$ cat src/rtl/canny_pkg.sv
// canny_pkg: shared defaults, direction encoding and gradient type for the
// Sobel gradient stage of the edge-detection pipeline.
package canny_pkg;

    localparam int DATA_WIDTH_DEF     = 8;
    localparam int PICTURE_LENGTH_DEF = 200;
    localparam int PICTURE_WIDTH_DEF  = 200;

    // 4 * 255 per component plus sign fits in 11 bits
    localparam int GRAD_WIDTH = DATA_WIDTH_DEF + 3;

    typedef logic signed [GRAD_WIDTH-1:0] grad_t;

    // quantised gradient direction
    typedef enum logic [1:0] {
        DIR_0   = 2'd0,
        DIR_45  = 2'd1,
        DIR_90  = 2'd2,
        DIR_135 = 2'd3
    } dir_e;

    typedef enum logic [1:0] {
        ST_FILL  = 2'd0,
        ST_RUN   = 2'd1,
        ST_FLUSH = 2'd2
    } state_e;

    // |g|; the most negative code never occurs, so one bit less suffices
    function automatic logic [GRAD_WIDTH-2:0] abs_grad(input grad_t g);
        logic [GRAD_WIDTH-1:0] t;
        t = g[GRAD_WIDTH-1] ? -g : g;
        return t[GRAD_WIDTH-2:0];
    endfunction

endpackage

$ cat src/rtl/sobel_line_buf.sv
// sobel_line_buf: one image row of pixels. Read of the old value and write of
// the new value happen at the same address in the same cycle.
module sobel_line_buf #(
    parameter int DATA_WIDTH = 8,
    parameter int DEPTH      = 200,
    parameter int AW         = 8
) (
    input  logic                  clk,
    input  logic                  wr_en,
    input  logic [AW-1:0]         addr,
    input  logic [DATA_WIDTH-1:0] wr_data,
    output logic [DATA_WIDTH-1:0] rd_data
);

    logic [DATA_WIDTH-1:0] mem [DEPTH];

    assign rd_data = mem[addr];

    // write the incoming row pixel over the value just read
    always_ff @(posedge clk) begin
        if (wr_en) mem[addr] <= wr_data;
    end

endmodule

$ cat src/rtl/sobel_gradient.sv
// sobel_gradient: 3x3 Sobel gradient magnitude (and optionally direction)
// over a raster-order pixel stream with valid/ready on both sides.
// Optional macro SOBEL_DIR_EN: when defined, out_dir carries the quantised
// direction; when undefined out_dir is tied to 0.
module sobel_gradient
    import canny_pkg::*;
#(
    parameter int DATA_WIDTH     = DATA_WIDTH_DEF,
    parameter int PICTURE_LENGTH = PICTURE_LENGTH_DEF,
    parameter int PICTURE_WIDTH  = PICTURE_WIDTH_DEF
) (
    input  logic                  clk,
    input  logic                  reset,
    input  logic [DATA_WIDTH-1:0] in_pixel,
    input  logic                  in_valid,
    output logic                  in_ready,
    output logic [DATA_WIDTH-1:0] out_mag,
    output logic [1:0]            out_dir,
    output logic                  out_valid,
    input  logic                  out_ready,
    output logic                  out_last
);

    localparam int CW = (PICTURE_WIDTH  > 1) ? $clog2(PICTURE_WIDTH)  : 1;
    localparam int RW = (PICTURE_LENGTH > 1) ? $clog2(PICTURE_LENGTH) : 1;
    localparam logic [CW-1:0] COL_LAST = CW'(PICTURE_WIDTH - 1);
    localparam logic [RW-1:0] ROW_LAST = RW'(PICTURE_LENGTH - 1);
    localparam logic [RW-1:0] ROW_ONE  = RW'(1);
    localparam int AMW = GRAD_WIDTH - 1;
    localparam logic [GRAD_WIDTH-1:0] MAG_MAX = GRAD_WIDTH'((1 << DATA_WIDTH) - 1);

    state_e                state, state_nx;
    logic [CW-1:0]         in_col, out_col;
    logic [RW-1:0]         in_row, out_row;
    logic                  in_fire, out_load, slot_free;
    logic                  in_col_end, in_frame_end, out_col_end, out_frame_end;
    logic                  border;
    logic [DATA_WIDTH-1:0] lb1_rd, lb2_rd;
    logic [DATA_WIDTH-1:0] p   [3][3];
    logic [DATA_WIDTH-1:0] win [3][2];
    grad_t                 gx, gy;
    logic [AMW-1:0]        ax, ay;
    logic [GRAD_WIDTH-1:0] sum;
    logic [DATA_WIDTH-1:0] mag_nx;
    dir_e                  dir_nx;

    function automatic grad_t px(input logic [DATA_WIDTH-1:0] v);
        return grad_t'({{(GRAD_WIDTH-DATA_WIDTH){1'b0}}, v});
    endfunction

    assign slot_free     = !out_valid || out_ready;
    assign in_fire       = in_valid && in_ready;
    assign in_col_end    = (in_col == COL_LAST);
    assign in_frame_end  = in_col_end && (in_row == ROW_LAST);
    assign out_col_end   = (out_col == COL_LAST);
    assign out_frame_end = out_col_end && (out_row == ROW_LAST);
    assign border        = (out_row == '0) || (out_row == ROW_LAST) ||
                           (out_col == '0) || (out_col == COL_LAST);

    // lb1 holds the previous row, lb2 the row before that
    sobel_line_buf #(.DATA_WIDTH(DATA_WIDTH), .DEPTH(PICTURE_WIDTH), .AW(CW)) u_lb1 (
        .clk     (clk),
        .wr_en   (in_fire),
        .addr    (in_col),
        .wr_data (in_pixel),
        .rd_data (lb1_rd)
    );

    sobel_line_buf #(.DATA_WIDTH(DATA_WIDTH), .DEPTH(PICTURE_WIDTH), .AW(CW)) u_lb2 (
        .clk     (clk),
        .wr_en   (in_fire),
        .addr    (in_col),
        .wr_data (lb1_rd),
        .rd_data (lb2_rd)
    );

    // input handshake: always open while filling, gated by the output slot while running
    always_comb begin
        in_ready = 1'b0;
        case (state)
            ST_FILL: in_ready = !reset;
            ST_RUN:  in_ready = !reset && slot_free;
            default: in_ready = 1'b0;
        endcase
    end

    // next state and output-register load strobe
    always_comb begin
        state_nx = state;
        out_load = 1'b0;
        case (state)
            ST_FILL: begin
                // the (width+1)-th pixel completes the first usable window
                if (in_fire && in_row == ROW_ONE && in_col == '0) state_nx = ST_RUN;
            end
            ST_RUN: begin
                out_load = in_fire;
                if (in_fire && in_frame_end) state_nx = ST_FLUSH;
            end
            ST_FLUSH: begin
                out_load = slot_free;
                if (slot_free && out_frame_end) state_nx = ST_FILL;
            end
            default: state_nx = ST_FILL;
        endcase
    end

    // window: two registered columns plus the live column (rows r-2, r-1, r)
    always_comb begin
        for (int r = 0; r < 3; r++) begin
            p[r][0] = win[r][0];
            p[r][1] = win[r][1];
        end
        p[0][2] = lb2_rd;
        p[1][2] = lb1_rd;
        p[2][2] = in_pixel;
    end

    // Sobel kernels and saturated L1 magnitude
    always_comb begin
        gx = (px(p[0][2]) + (px(p[1][2]) <<< 1) + px(p[2][2]))
           - (px(p[0][0]) + (px(p[1][0]) <<< 1) + px(p[2][0]));
        gy = (px(p[0][0]) + (px(p[0][1]) <<< 1) + px(p[0][2]))
           - (px(p[2][0]) + (px(p[2][1]) <<< 1) + px(p[2][2]));
        ax  = abs_grad(gx);
        ay  = abs_grad(gy);
        sum = {1'b0, ax} + {1'b0, ay};
        mag_nx = (sum > MAG_MAX) ? MAG_MAX[DATA_WIDTH-1:0] : sum[DATA_WIDTH-1:0];
    end

`ifdef SOBEL_DIR_EN
    localparam int CMPW = GRAD_WIDTH + 2;
    logic [CMPW-1:0] ax2, ay2, ax5, ay5;

    // tan(22.5) ~ 2/5: compare 5|a| against 2|b| instead of dividing
    always_comb begin
        ax2 = CMPW'(ax) << 1;
        ay2 = CMPW'(ay) << 1;
        ax5 = (CMPW'(ax) << 2) + CMPW'(ax);
        ay5 = (CMPW'(ay) << 2) + CMPW'(ay);
        if (ay5 <= ax2)                             dir_nx = DIR_0;
        else if (ax5 <= ay2)                        dir_nx = DIR_90;
        else if (gx[GRAD_WIDTH-1] == gy[GRAD_WIDTH-1]) dir_nx = DIR_45;
        else                                        dir_nx = DIR_135;
    end
`else
    assign dir_nx = DIR_0;
`endif

    // FSM state register
    always_ff @(posedge clk) begin
        if (reset) state <= ST_FILL;
        else       state <= state_nx;
    end

    // raster position of the next accepted input pixel
    always_ff @(posedge clk) begin
        if (reset) begin
            in_col <= '0;
            in_row <= '0;
        end else if (in_fire) begin
            in_col <= in_col_end ? '0 : in_col + 1'b1;
            if (in_col_end) in_row <= (in_row == ROW_LAST) ? '0 : in_row + 1'b1;
        end
    end

    // raster position of the next output to be loaded
    always_ff @(posedge clk) begin
        if (reset) begin
            out_col <= '0;
            out_row <= '0;
        end else if (out_load) begin
            out_col <= out_col_end ? '0 : out_col + 1'b1;
            if (out_col_end) out_row <= (out_row == ROW_LAST) ? '0 : out_row + 1'b1;
        end
    end

    // slide the registered window columns on each accepted pixel
    always_ff @(posedge clk) begin
        if (in_fire) begin
            for (int r = 0; r < 3; r++) begin
                win[r][0] <= win[r][1];
                win[r][1] <= p[r][2];
            end
        end
    end

    // output register; held while the consumer stalls
    always_ff @(posedge clk) begin
        if (reset) begin
            out_valid <= 1'b0;
            out_mag   <= '0;
            out_dir   <= DIR_0;
            out_last  <= 1'b0;
        end else if (out_load) begin
            out_valid <= 1'b1;
            out_mag   <= border ? '0 : mag_nx;
            out_dir   <= border ? DIR_0 : dir_nx;
            out_last  <= out_frame_end;
        end else if (out_ready) begin
            out_valid <= 1'b0;
        end
    end

endmodule

$ cat config.mk
export PLATFORM = sky130hd
export DESIGN_NAME = sobel_gradient
export DESIGN_NICKNAME = d
export VERILOG_FILES = /design/src/rtl/canny_pkg.sv /design/src/rtl/sobel_line_buf.sv /design/src/rtl/sobel_gradient.sv
export SDC_FILE = /design/constraint.sdc
export NUM_CORES = 2
export LEC_CHECK = 0
export CORE_MARGIN = 1
export CORE_UTILIZATION = 63
export CTS_CLUSTER_SIZE = 30
export DETAILED_ROUTE_END_ITERATION = 8
export PLACE_DENSITY = 0.79
export SLEW_MARGIN = 20
export SYNTH_ARGS = -nofsm -noshare
export SYNTH_HDL_FRONTEND = slang
export SYNTH_SLANG_ARGS = --single-unit
$ cat constraint.sdc
create_clock -name clk -period 25.2 [get_ports clk]
set_input_delay 3.78 -clock clk [delete_from_list [all_inputs] [get_ports clk]]
set_output_delay 3.78 -clock clk [all_outputs]
set_load 0.03 [all_outputs]
==> flow_summary.yaml <==
status:
  outcome: "finished, final reports clean"
grt:
  grt_pass1_vias: 67400
  grt_pass1_wl_um: 496000
  gr-total-overflow: 0
  grt_max_degree: 200
  antenna_found_initial: 17
  grt_use_total_pct: 34.2
route:
  wl_per_cell_um: 38.4
  antenna_left: 0
  drcViolationCount: 0
  vias: 67300
  vias_per_cell: 7.31
  drt_pass1_iterations: 6
  routed_wl_um: 353000
  drt_iter0_markers: 11300
pwr:
  cellLeakagePower_nw: 45.1
  clkPwrFrac_pct: 38.2
  intPower_mw: 9.50
  p_sw_mw: 3.02
  p_seq_share_pct: 48.9
  ir_drop_v: 0.000121
  p_comb_share_pct: 12.9
  pwr_density_cell_mw_per_mm2: 86.6
  switching_share_pct: 24.1
  p_total_mw: 12.5
worst_setup_path:
  max_stage_delay_ps: 910
  crit_type: "register to register"
  required_ps: 26030
  critPathMostFrequentCell: "buf_4"
  crit_arrival_ps: 12680
  cp_slowest_cell: "nor4_4"
  path_max_fanout: 42
  endpoint_kind: "register"
  setup.worst_path.start_class: "register"
logic_synthesis:
  ys.flop_type: "edfxtp_1"
  syn_inst: 5901
  synth_area_leaders: "edfxtp_1, mux4_2, fa_1, nor2_1, mux2i_1"
  yosys_register_bits: 3300
  yosysMostFrequentCell: "edfxtp_1"
  syn_area_per_cell_sq_um: 22.0
  synth_top_cell_by_area: "edfxtp_1"
  synth_top_area_share_pct: 75.2
  synthTopCellsByCount: "edfxtp_1, mux4_2, nor2_1"
  synth_area_sq_mm: 0.130
  synth.yosys.warnings: 0
  ys_seq_area_share_pct: 76.0
  synth_cell_types: 74
  async_flop_share_pct: 0
  synth_edf_count: 3248
timing:
  period_minus_slack_ps: 11850
  hold_slack_ps: 425
  grt_setup_unrepaired: "no"
  setup-tns-final_ps: 0
  final.setup.worst_slack_ps: 13350
  setup_viol: 0
  slew_headroom_pct: 17.7
  fmax_mhz: 84.4
  finalCritPeriodShare_pct: 47.0
  drv_slew: 0
  worst_pin_slew_ps: 1220
  finClkSkew_ps: 83.6
  hold_violations: 0
floorplan:
  rows: 166
  die-area_sq_mm: 0.208
  die_height_um: 456
  initial_core_util_pct: 63.4
  core_sq_mm: 0.205
  die_width_um: 456
  ios: 25
min_path:
  hold_path.class: "register to register"
clock_tree:
  clkTransAtPathRegs_ps: 70
  htree_levels: 5
  insertion_delay_ps: 970
  clock_path_buffers: 4
  cts_hold_buf: 0
  cts_tree: "yes"
  ctsResizeCount: 0
  cts_buffers: 332
  clockRootBuffer: "clkbuf_16"
  postCtsSetupBuffers: 0
  cts_sinks: 3300
place:
  dp_hpwl_um: 190000
  gp_congestion: 0.924
  place_ws_ps: 13480
  io_buffers: 22
cells_and_area:
  drive_above_1_share_pct: 27.0
  utilization_pct: 70.7
  area_growth_pct: 11.6
  final_nets: 6389
  fillers: 11100
run:
  drv_cap: 0
==> sequential cells by signal (all words and copies together), names as in the netlist, named ones only <==
name       cells
in_col         8
u_lb1.mem   1600
out_last       1
state          2
out_row        8
in_row         8
out_mag        8
win           48
u_lb2.mem   1600
out_col        8
out_valid      1
==> layout make-up <==
class                           count  area, sq um  area share, %
Sequential cell                  3300        98600           68.1
Multi-Input combinational cell   2194        29300           20.2
Clock buffer                      402         8700           6.01
Tap cell                         2688         3360           2.32
Timing Repair Buffer              337         2760           1.91
Clock inverter                    179         1630           1.12
Inverter                          100          393          0.271
Antenna cell                        8         20.0         0.0138
==> per-layer routing <==
metal | vias up | wire (um) | track usage [%]
li1 | 25300 | - | -
met1 | 34700 | 117000 | 45.2
met2 | 6028 | 167000 | 52.9
met3 | 1140 | 48000 | 9.66
met4 | 18 | 20900 | 17.5
met5 | - | 117 | 0
==> critical path: cells and delay by family (launching register included) <==
family          cells  cell delay [ps]
mux                 1              370
fa+ha+maj           5             1920
compound gates      7             2310
xor+xnor            1              410
simple gates        8             3220
flops               1              800
buf+inv             6             2600
==> path summary, 6_finish.rpt <==
check                                    startpoint                      end  slack, ps  depth (start not counted)
worst max-delay path                       register  out_mag[7]$_SDFFE_PP0P_      13350                         28
worst min-delay path            win[1][2]$_DFFE_PP_     win[1][10]$_DFFE_PP_        430                          0
worst max register to register             register  out_mag[7]$_SDFFE_PP0P_      13350                         28
worst min register to register  win[1][2]$_DFFE_PP_     win[1][10]$_DFFE_PP_        430                          0
==> cells in the final DEF (no fill, tap or decap), types with 29 or more instances in the layout <==
cell type / instances
a21oi_1: 75
buf_4: 301
bufinv_16: 29
clkbuf_1: 62
clkbuf_16: 336
clkinv_1: 69
clkinv_2: 62
dfxtp_1: 47
edfxtp_1: 3248
fa_1: 63
ha_1: 49
inv_1: 93
mux2i_1: 111
mux4_2: 899
nand2_1: 172
nand3_1: 50
nor2_1: 265
nor3_1: 38
o21ai_0: 42
o22ai_1: 40
xor2_1: 30
==> power by group through the flow <==
stage	clock network, mW	logic, mW	registers [mW]
after floorplan	0	1.16	6.26
after global placement	0	1.55	6.24
after detailed placement	0	1.58	6.24
after CTS	4.80	1.60	6.12
after global routing	4.99	1.74	6.12
final	4.79	1.62	6.12
==> per-stage QoR <==
stage               instance area (sq um)  instances
floorplan                          130000       5902
global placement                   134000       8617
detailed placement                 134000       8617
CTS                                145000       9198
global route                       145000       9203
finish                             145000       9208
==> cell families (layout without fill, tap and decap cells) <==
kind of cell | after synthesis | count (layout) | share of synthesized area [%]
AOI/OAI and AO/OA | 323 | 323 | 1.68
xor gates and xnor gates | 57 | 57 | 0.396
adders and majority gates | 112 | 112 | 1.45
buffers and inverters | 408 | 1018 | 1.55
DFF | 3300 | 3300 | 76.0
muxes | 1021 | 1021 | 16.6
other | 1 | 10 | 0.00289
and+or+nand+nor | 679 | 679 | 2.30
Note: power is estimated with default switching activity, not from simulation.
